--- config.mk ---
export PLATFORM = sky130hd
export DESIGN_NAME = sync_fifo
export DESIGN_NICKNAME = d
export VERILOG_FILES = /design/src/rtl/fifo_pkg.sv /design/src/rtl/sync_fifo_ram.sv /design/src/rtl/sync_fifo.sv
export SDC_FILE = /design/constraint.sdc
export NUM_CORES = 1
export LEC_CHECK = 0
export ABC_AREA = 1
export BUFFER_PORTS_ARGS = -buffer_cell sky130_fd_sc_hd__buf_2
export CAP_MARGIN = 20
export CORE_MARGIN = 2
export CORE_UTILIZATION = 55
export DETAILED_ROUTE_END_ITERATION = 8
export PLACE_DENSITY = 0.75
export SLEW_MARGIN = 20
export SYNTH_ARGS = -nofsm -noshare
export SYNTH_HDL_FRONTEND = slang
export SYNTH_HIERARCHICAL = 1
export SYNTH_SLANG_ARGS = --single-unit
--- constraint.sdc ---
create_clock -name clk -period 1.78 [get_ports clk]
set_input_delay 0.178 -clock clk [delete_from_list [all_inputs] [get_ports clk]]
set_output_delay 0.178 -clock clk [all_outputs]
set_load 0.01 [all_outputs]
--- src/rtl/fifo_pkg.sv ---
// Shared helpers for the single-clock FIFO: pointer sizing and full/empty pointer compares.
// Pointers are passed zero-extended to 32 bits so one set of helpers serves every AW.
package fifo_pkg;

    function automatic int unsigned ptr_width(input int unsigned aw);
        return aw + 1;
    endfunction

    // Equal pointers, including the wrap bit, mean nothing is stored.
    function automatic logic ptrs_empty(input logic [31:0] wp, input logic [31:0] rp);
        return wp == rp;
    endfunction

    // Full when only the wrap bit (bit aw) differs between the two pointers.
    function automatic logic ptrs_full(input logic [31:0] wp, input logic [31:0] rp,
                                       input int unsigned aw);
        return (wp ^ rp) == (32'd1 << aw);
    endfunction

endpackage

--- src/rtl/sync_fifo_ram.sv ---
// DW x 2**AW storage for sync_fifo: one synchronous write port, one asynchronous read port.
// Kept separate so a vendor RAM can be dropped in without touching the control logic.
module sync_fifo_ram #(
    parameter int unsigned DW = 8,
    parameter int unsigned AW = 4
) (
    input  logic          clk,
    input  logic          we,
    input  logic [AW-1:0] waddr,
    input  logic [DW-1:0] wdata,
    input  logic [AW-1:0] raddr,
    output logic [DW-1:0] rdata
);

    logic [DW-1:0] mem [2**AW];

    always_ff @(posedge clk) begin
        if (we) begin
            mem[waddr] <= wdata;
        end
    end

    assign rdata = mem[raddr];

endmodule

--- src/rtl/sync_fifo.sv ---
// Single-clock show-ahead FIFO with occupancy count and threshold status flags.
// Define SYNC_FIFO_ERR_EN to add sticky overflow/underflow outputs.
module sync_fifo
    import fifo_pkg::*;
#(
    parameter int unsigned DW        = 8,
    parameter int unsigned AW        = 4,
    parameter int unsigned AFULL_TH  = 14,
    parameter int unsigned AEMPTY_TH = 2
) (
    input  logic          clk,
    input  logic          rst,
    input  logic [DW-1:0] wdata,
    input  logic          winc,
    output logic          wfull,
    output logic          walmost_full,
    input  logic          rinc,
    output logic [DW-1:0] rdata,
    output logic          rempty,
    output logic          ralmost_empty,
    output logic [AW:0]   count
`ifdef SYNC_FIFO_ERR_EN
    ,
    output logic          overflow,
    output logic          underflow
`endif
);

    localparam int unsigned PW = ptr_width(AW);

    typedef logic [PW-1:0] ptr_t;
    typedef logic [AW:0]   count_t;

    localparam count_t FullCnt   = count_t'(2**AW);
    localparam count_t AfullCnt  = count_t'(AFULL_TH);
    localparam count_t AemptyCnt = count_t'(AEMPTY_TH);

    initial begin
        assert (AW >= 1 && AEMPTY_TH < AFULL_TH && AFULL_TH <= 2**AW)
        else $fatal(1, "sync_fifo: illegal AW/AFULL_TH/AEMPTY_TH combination");
    end

    ptr_t   wptr_q, wptr_d, rptr_q, rptr_d;
    count_t count_q, count_d;
    logic   wr_acc, rd_acc;

    // Flags depend on registered state only, so no input reaches an output combinationally.
    assign rempty        = (count_q == '0);
    assign wfull         = (count_q == FullCnt);
    assign walmost_full  = (count_q >= AfullCnt);
    assign ralmost_empty = (count_q <= AemptyCnt);
    assign count         = count_q;

    assign wr_acc = winc && !wfull;
    assign rd_acc = rinc && !rempty;

    always_comb begin
        wptr_d  = wptr_q;
        rptr_d  = rptr_q;
        count_d = count_q;
        if (wr_acc) wptr_d = wptr_q + ptr_t'(1);
        if (rd_acc) rptr_d = rptr_q + ptr_t'(1);
        unique case ({wr_acc, rd_acc})
            2'b10:   count_d = count_q + count_t'(1);
            2'b01:   count_d = count_q - count_t'(1);
            default: count_d = count_q;
        endcase
    end

    always_ff @(posedge clk) begin
        if (rst) begin
            wptr_q  <= '0;
            rptr_q  <= '0;
            count_q <= '0;
        end else begin
            wptr_q  <= wptr_d;
            rptr_q  <= rptr_d;
            count_q <= count_d;
        end
    end

    // A write requested in the reset cycle must not land in memory.
    sync_fifo_ram #(
        .DW(DW),
        .AW(AW)
    ) u_ram (
        .clk  (clk),
        .we   (wr_acc && !rst),
        .waddr(wptr_q[AW-1:0]),
        .wdata(wdata),
        .raddr(rptr_q[AW-1:0]),
        .rdata(rdata)
    );

    // The pointer view of full/empty must always match the occupancy counter.
    assert property (@(posedge clk) disable iff (rst)
        (ptrs_empty(32'(wptr_q), 32'(rptr_q)) == rempty) &&
        (ptrs_full(32'(wptr_q), 32'(rptr_q), AW) == wfull));

`ifdef SYNC_FIFO_ERR_EN
    logic overflow_q, underflow_q;

    always_ff @(posedge clk) begin
        if (rst) begin
            overflow_q  <= 1'b0;
            underflow_q <= 1'b0;
        end else begin
            if (winc && wfull)  overflow_q  <= 1'b1;
            if (rinc && rempty) underflow_q <= 1'b1;
        end
    end

    assign overflow  = overflow_q;
    assign underflow = underflow_q;
`endif

endmodule

==> results.sh, run 1 <==
export IMPL_outcome="finished, violations left"
export IMPL_violations="negative setup slack"
export IMPL_ys_seq_elements=141
export IMPL_synth_cell_types=28
export IMPL_num_antenna_cells=0
export IMPL_synth_top_area_frac=0.596
export IMPL_avgSynthCellArea_um2=9.77
export IMPL_synth_edf_count=128
export IMPL_netlist_area_mm2=0.00645
export IMPL_min_period_ns=1.90
export IMPL_yosysMostFrequentCell="nand2_1"
export IMPL_yosysSeqAreaShare=0.636
export IMPL_drt_total_wl_mm=15.3
export IMPL_critical_path_class="reg -> out"
export IMPL_cp_data_arrival_time_ns=1.73
export IMPL_p_per_area_mw_per_mm2=1330
export IMPL_slowest_stage="inv_1"
export IMPL_routed_via_count=4773
export IMPL_clockBufferDepth=2
export IMPL_dr_pass1_iters=6
export IMPL_htreeDepth=4
export IMPL_die_h_um=112
export IMPL_drv_cap=0
export IMPL_rows=39
export IMPL_antenna_found_initial=0
export IMPL_rsz0062_at_grt="yes"
export IMPL_finalHoldViolations=0
export IMPL_syn_inst=660
export IMPL_drc=0
export IMPL_yosys_warnings=6
export IMPL_fp_dieArea_mm2=0.0126
export IMPL_worstMarginPinSlew_ns=0.570
export IMPL_fin_crit_sh=1.07
export IMPL_async_flop_share=0
export IMPL_crit_start="rptr_q[2]"
export IMPL_cts_sinks=141
export IMPL_area_growth_syn_to_layout_pct=19.5
export IMPL_synth_top_flop_cell="edfxtp_1"
export IMPL_via_per_inst=5.42
export IMPL_start_kind="register"
export IMPL_ant_nets=0
export IMPL_maxSlewViolCount=0
export IMPL_ios=29
export IMPL_dp_hpwl_mm=9.04
export IMPL_grt_max_degree=36
export IMPL_fin_skew_ns=0.00734
export IMPL_cts_tree="built"
export IMPL_cts_clk_slew_worst_paths_ns=0.06
export IMPL_cts_root_buf="clkbuf_16"
export IMPL_p_leak_uw=0.00339
export IMPL_relSlewSlack=0.620
export IMPL_drt_iter0_drc=537
export IMPL_cp_max_fo=16
export IMPL_start_util=0.565
export IMPL_end_kind="primary output"
export IMPL_routedWlPerCell_um=17.4
export IMPL_grt_overflow=0
export IMPL_cts_buffers=17
export IMPL_drive_above_1_share=0.191
export IMPL_gp_congestion=0.935
export IMPL_setup_slack_ns=-0.124
export IMPL_final_setup_viol_count=11
export IMPL_crit_required_ns=1.60
export IMPL_place_area_mm2=0.00692
export IMPL_stdcell_area_mm2=0.00771
export IMPL_clk_latency_ns=0.42
export IMPL_synthTopCellsByCount="nand2_1 (193), edfxtp_1 (128), inv_1 (119), nand3_1 (105), nor2_1 (32)"
export IMPL_grt_pass1_vias=4648
export IMPL_grt_first_pass_wirelength_mm=24.0
export IMPL_syn_nets=679
export IMPL_totalPowerFinal_uw=10300
export IMPL_cts_hold_buf=0
export IMPL_cp_cell_sequence="inv_1, nand3_1, nand3_2, nand2_1, buf_2"
export IMPL_max_vdd_ir_drop_v=0.000892
export IMPL_grtUsageTotal=0.251
export IMPL_timing_fmax_mhz=525
export IMPL_nets=743
export IMPL_rr_startpoint="count[3]"
export IMPL_io_buffers=28
export IMPL_yosys_top_cells_area="edfxtp_1 (60%), nand2_1 (11%), nand3_1 (8.1%)"
export IMPL_hold_class="in -> reg"
export IMPL_cpPeakStageDelay_ns=0.43
export IMPL_min_from="rst"
export IMPL_yosys_area_top_type="edfxtp_1"
export IMPL_fp_coreArea_mm2=0.0114
export IMPL_fp_dieW_um=112
==> cells by family (layout without fill, tap and decap cells) <==
kind of cell / Yosys count / count (layout) / synth area share
compound gates: 16 / 16 / 0.0134
fa+ha+maj: 7 / 7 / 0.0147
flops: 141 / 141 / 0.636
xor+xnor: 3 / 3 / 0.00407
buf+inv: 149 / 226 / 0.0985
simple gates: 344 / 344 / 0.233
==> layout make-up <==
cell class / instances / area [µm²]
clock buffer: 17 / 425
multi-input combinational: 370 / 1810
fill: 828 / 3710
sequential: 141 / 4120
inverter: 125 / 484
clock inverter: 15 / 113
timing repair buffer: 69 / 578
tap: 143 / 179
==> sequential cells by signal (all words and copies together) (netlist names) <==
register / flops
u_ram/mem: 128
count: 5
rptr_q: 4
wptr_q: 4
==> final timing paths <==
check / depth (start not counted) / slack (ns) / end
worst max register to register: 12 / -0.06 / count[3]
worst max-delay path: 5 / -0.12 / rdata[2]
worst min-delay path: 2 / 0.03 / wptr_q[2]
worst min register to register: 2 / 0.57 / wptr_q[1]
==> per-layer routing <==
| metal | GRT usage | wire length [µm] |
|---|---|---|
| met1 | 0.332 | 6260 |
| met2 | 0.408 | 7430 |
| met3 | 0.0626 | 1240 |
| met4 | 0.0886 | 350 |
| met5 | 0 | 0 |
==> through the flow <==
step | instances | hold WS (ns) | setup TNS [ns] | util | worst slack, ns
after floorplan | 660 | 0.240 | -0.0109 | - | -0.0109
after global placement | 841 | 0.442 | 0 | 0.606 | 0.0169
after detailed placement | 841 | 0.456 | -0.0561 | 0.606 | -0.0555
after CTS | 876 | 0.0105 | -0.738 | 0.669 | -0.104
after global routing | 880 | 0.0242 | -1.73 | 0.675 | -0.189
final | 880 | 0.0293 | -0.877 | 0.675 | -0.124
==> repair_timing <==
item	CTS	global route
pin swaps	7	6
buffers inserted	1	3
endpoints found under the hold margin	0	0
endpoints found under the setup margin	10	43
cloned	2	1
resized for setup	31	5
==> layout by cell type (no fill, tap or decap), types with 2 or more instances in the layout <==
cell type   instances
nand2_1           192
edfxtp_1          128
inv_1             118
nand3_1            94
buf_4              32
nor2_1             30
buf_2              27
clkbuf_16          18
nand3_2            11
a21oi_1             7
dfxtp_2             7
inv_6               6
o21ai_1             5
buf_12              5
dfxtp_1             5
inv_2               4
clkinvlp_4          4
nand3b_1            3
ha_1                3
ha_4                3
clkinv_4            3
nor2_4              2
nand3_4             2
nand2_4             2
nor2_2              2
nand4_1             2
xor2_1              2
o21ai_0             2
nand2_2             2
clkinv_1            2
buf_16              2
buf_6               2
==> worst max-delay path, delay by kind of cell, from the launching register on <==
kind,cells,cell delay (ns)
flip-flops,1,0.32
AND/OR/NAND/NOR,3,0.42
buffers and inverters,2,0.57
==> where the power goes <==
group          total, µW  switching [µW]  internal, µW  leakage (µW)
combinational       3240            1950          1290       0.00187
clock               3190            1400          1790      0.000252
sequential          3860             114          3740       0.00126
(Power assumes the default switching activity.)
==> run 2, diff against run 1 <==
--- a/config.mk
+++ b/config.mk
@@ -6,7 +6,7 @@
 export NUM_CORES = 1
 export LEC_CHECK = 0
 export ABC_AREA = 1
-export BUFFER_PORTS_ARGS = -buffer_cell sky130_fd_sc_hd__buf_2
+export BUFFER_PORTS_ARGS = -buffer_cell sky130_fd_sc_hd__buf_4
 export CAP_MARGIN = 20
 export CORE_MARGIN = 2
 export CORE_UTILIZATION = 55
==> run 2 against run 1 <==
Against the previous run: the run still ends with negative setup slack left; via count increased by 4.8%; core utilization grew 2.3 points; final cell count up 0.91%; non-clock buffer count increased by 8; first-iteration DRC count is 27% higher; register-to-register slack is essentially flat; count of clock-buffer cells in the layout up 7; clock power up 7.8%; sequential share of layout area down 1.8 points; largest cell class unchanged; largest power group unchanged.
==> results.sh, run 2 (same netlist as run 1, synthesis figures left out) <==
export IMPL_nFillCells=804
export IMPL_stdcell_area_mm2=0.00798
export IMPL_maxSlewViolCount=0
export IMPL_fin_skew_ns=0.0109
export IMPL_worst_path_buf_inv=3
export IMPL_die_h_um=112
export IMPL_cts_root_buf="clkbuf_16"
export IMPL_min_period_ns=1.95
export IMPL_routed_via_count=5004
export IMPL_grtUsageTotal=0.277
export IMPL_fp_coreArea_mm2=0.0114
export IMPL_critical_path_class="reg -> out"
export IMPL_via_per_inst=5.64
export IMPL_grt_overflow=0
export IMPL_grt_max_degree=36
export IMPL_timing_fmax_mhz=514
export IMPL_rsz0062_at_grt="yes"
export IMPL_cts_clk_slew_worst_paths_ns=0.06
export IMPL_max_vdd_ir_drop_v=0.000767
export IMPL_highest_layer="met4"
export IMPL_final_cell_mix="nand2_1 (191), edfxtp_1 (128), inv_1 (116), nand3_1 (94), buf_4 (62)"
export IMPL_critPathMostFrequentCell="nand2_1"
export IMPL_drv_cap=0
export IMPL_hold_ws_ns=0.105
export IMPL_start_kind="register"
export IMPL_dr_pass1_iters=8
export IMPL_area_growth_syn_to_layout_pct=23.7
export IMPL_cts_tree="built"
export IMPL_multiInputGateArea_mm2=0.00182
export IMPL_dp_hpwl_mm=9.32
export IMPL_p_per_area_mw_per_mm2=1380
export IMPL_htreeDepth=4
export IMPL_outcome="finished, violations left"
export IMPL_wl_met3_mm=1.55
export IMPL_start_util=0.565
export IMPL_slowest_stage="dfxtp_4"
export IMPL_gp_congestion=0.957
export IMPL_finalHoldViolations=0
export IMPL_drt_total_wl_mm=17.0
export IMPL_met1_length_mm=6.31
export IMPL_io_buffers=28
export IMPL_crit_required_ns=1.60
export IMPL_relSlewSlack=0.786
export IMPL_final_setup_viol_count=10
export IMPL_cp_cell_sequence="inv_8, buf_16, nand2_1, nand2_1, nand2_1, nand3_1, nand3_1, nand2_1, buf_4"
export IMPL_fp_dieW_um=112
export IMPL_drive_above_1_share=0.201
export IMPL_place_area_mm2=0.00699
export IMPL_wl_met2_mm=8.53
export IMPL_ios=29
export IMPL_regMostFlops="u_ram/mem"
export IMPL_nets=751
export IMPL_violations="negative setup slack"
export IMPL_cts_buffers=17
export IMPL_crit_family="simple AND/OR/NAND/NOR gates"
export IMPL_hold_class="in -> reg"
export IMPL_cts_sinks=141
export IMPL_fin_crit_sh=1.09
export IMPL_clk_latency_ns=0.41
export IMPL_drt_iter0_drc=683
export IMPL_cpPeakStageDelay_ns=0.43
export IMPL_fp_dieArea_mm2=0.0126
export IMPL_num_antenna_cells=0
export IMPL_rows=39
export IMPL_drc=0
export IMPL_grt_pass1_vias=5022
export IMPL_p_leak_uw=0.00352
export IMPL_ant_nets=0
export IMPL_end_kind="primary output"
export IMPL_routedWlPerCell_um=19.1
export IMPL_setup_slack_ns=-0.167
export IMPL_final_common_cell="nand2_1"
export IMPL_register_area_mm2=0.00412
export IMPL_largest_reg_flops=128
export IMPL_cp_data_arrival_time_ns=1.77
export IMPL_cp_max_fo=16
export IMPL_antenna_found_initial=0
export IMPL_worstMarginPinSlew_ns=0.321
export IMPL_grt_first_pass_wirelength_mm=26.4
export IMPL_clockBufferDepth=2
-- run 2: final timing paths --
check / startpoint / endpoint / slack (ns) / cells after the start
setup / recovery: rptr_q[0] / rdata[0] / -0.17 / 9
hold / removal: winc / wptr_q[2] / 0.10 / 3
setup reg to reg: count[1] / count[4] / -0.05 / 14
hold reg to reg: wptr_q[0] / wptr_q[0] / 0.55 / 2
-- run 2: repair_timing --
action	in CTS	in global routing
gates cloned	6	0
endpoints found under the setup margin	10	21
setup buffers	6	4
gates resized for setup	27	9
endpoints found under the hold margin	1	0
pin swaps	10	6
hold buffers	1	0
-- run 2: worst reg2reg max path, delay by kind of cell (launching register included) --
family,cells,cell delay (ns)
buffers and inverters,3,0.17
AND/OR/NAND/NOR,9,0.69
adder cells (fa/ha/maj),2,0.53
flip-flops,1,0.33
-- run 2: metal layers --
layer,up-vias,global-route usage
li1,2267,-
met1,2374,0.356
met4,0,0.111
met5,-,0
met2,307,0.466
met3,56,0.0572
-- run 2: where the power goes --
group | switching (µW) | internal [µW] | leakage [µW]
sequential | 115 | 3740 | 0.00126
combinational | 2110 | 1560 | 0.00196
clock | 1300 | 2150 | 0.000301
-- run 2: per-stage QoR --
step | utilization | total power [µW] | setup TNS (ns) | cells | worst slack, ns
detailed placement | 0.612 | 6820 | -0.0507 | 839 | -0.0507
floorplan | - | 5800 | -0.0109 | 660 | -0.0109
finish | 0.699 | 11000 | -1.04 | 888 | -0.167
global placement | 0.612 | 6730 | 0 | 839 | 0.0140
CTS | 0.693 | 10800 | -0.802 | 884 | -0.104
global route | 0.699 | 11400 | -1.79 | 888 | -0.216
-- run 2: cell type report --
class / count / area share
Sequential cell: 141 / 0.516
Clock buffer: 24 / 0.0685
Tap cell: 143 / 0.0224
Timing Repair Buffer: 77 / 0.0982
Clock inverter: 8 / 0.00580
Inverter: 125 / 0.0605
Multi-Input combinational cell: 370 / 0.228
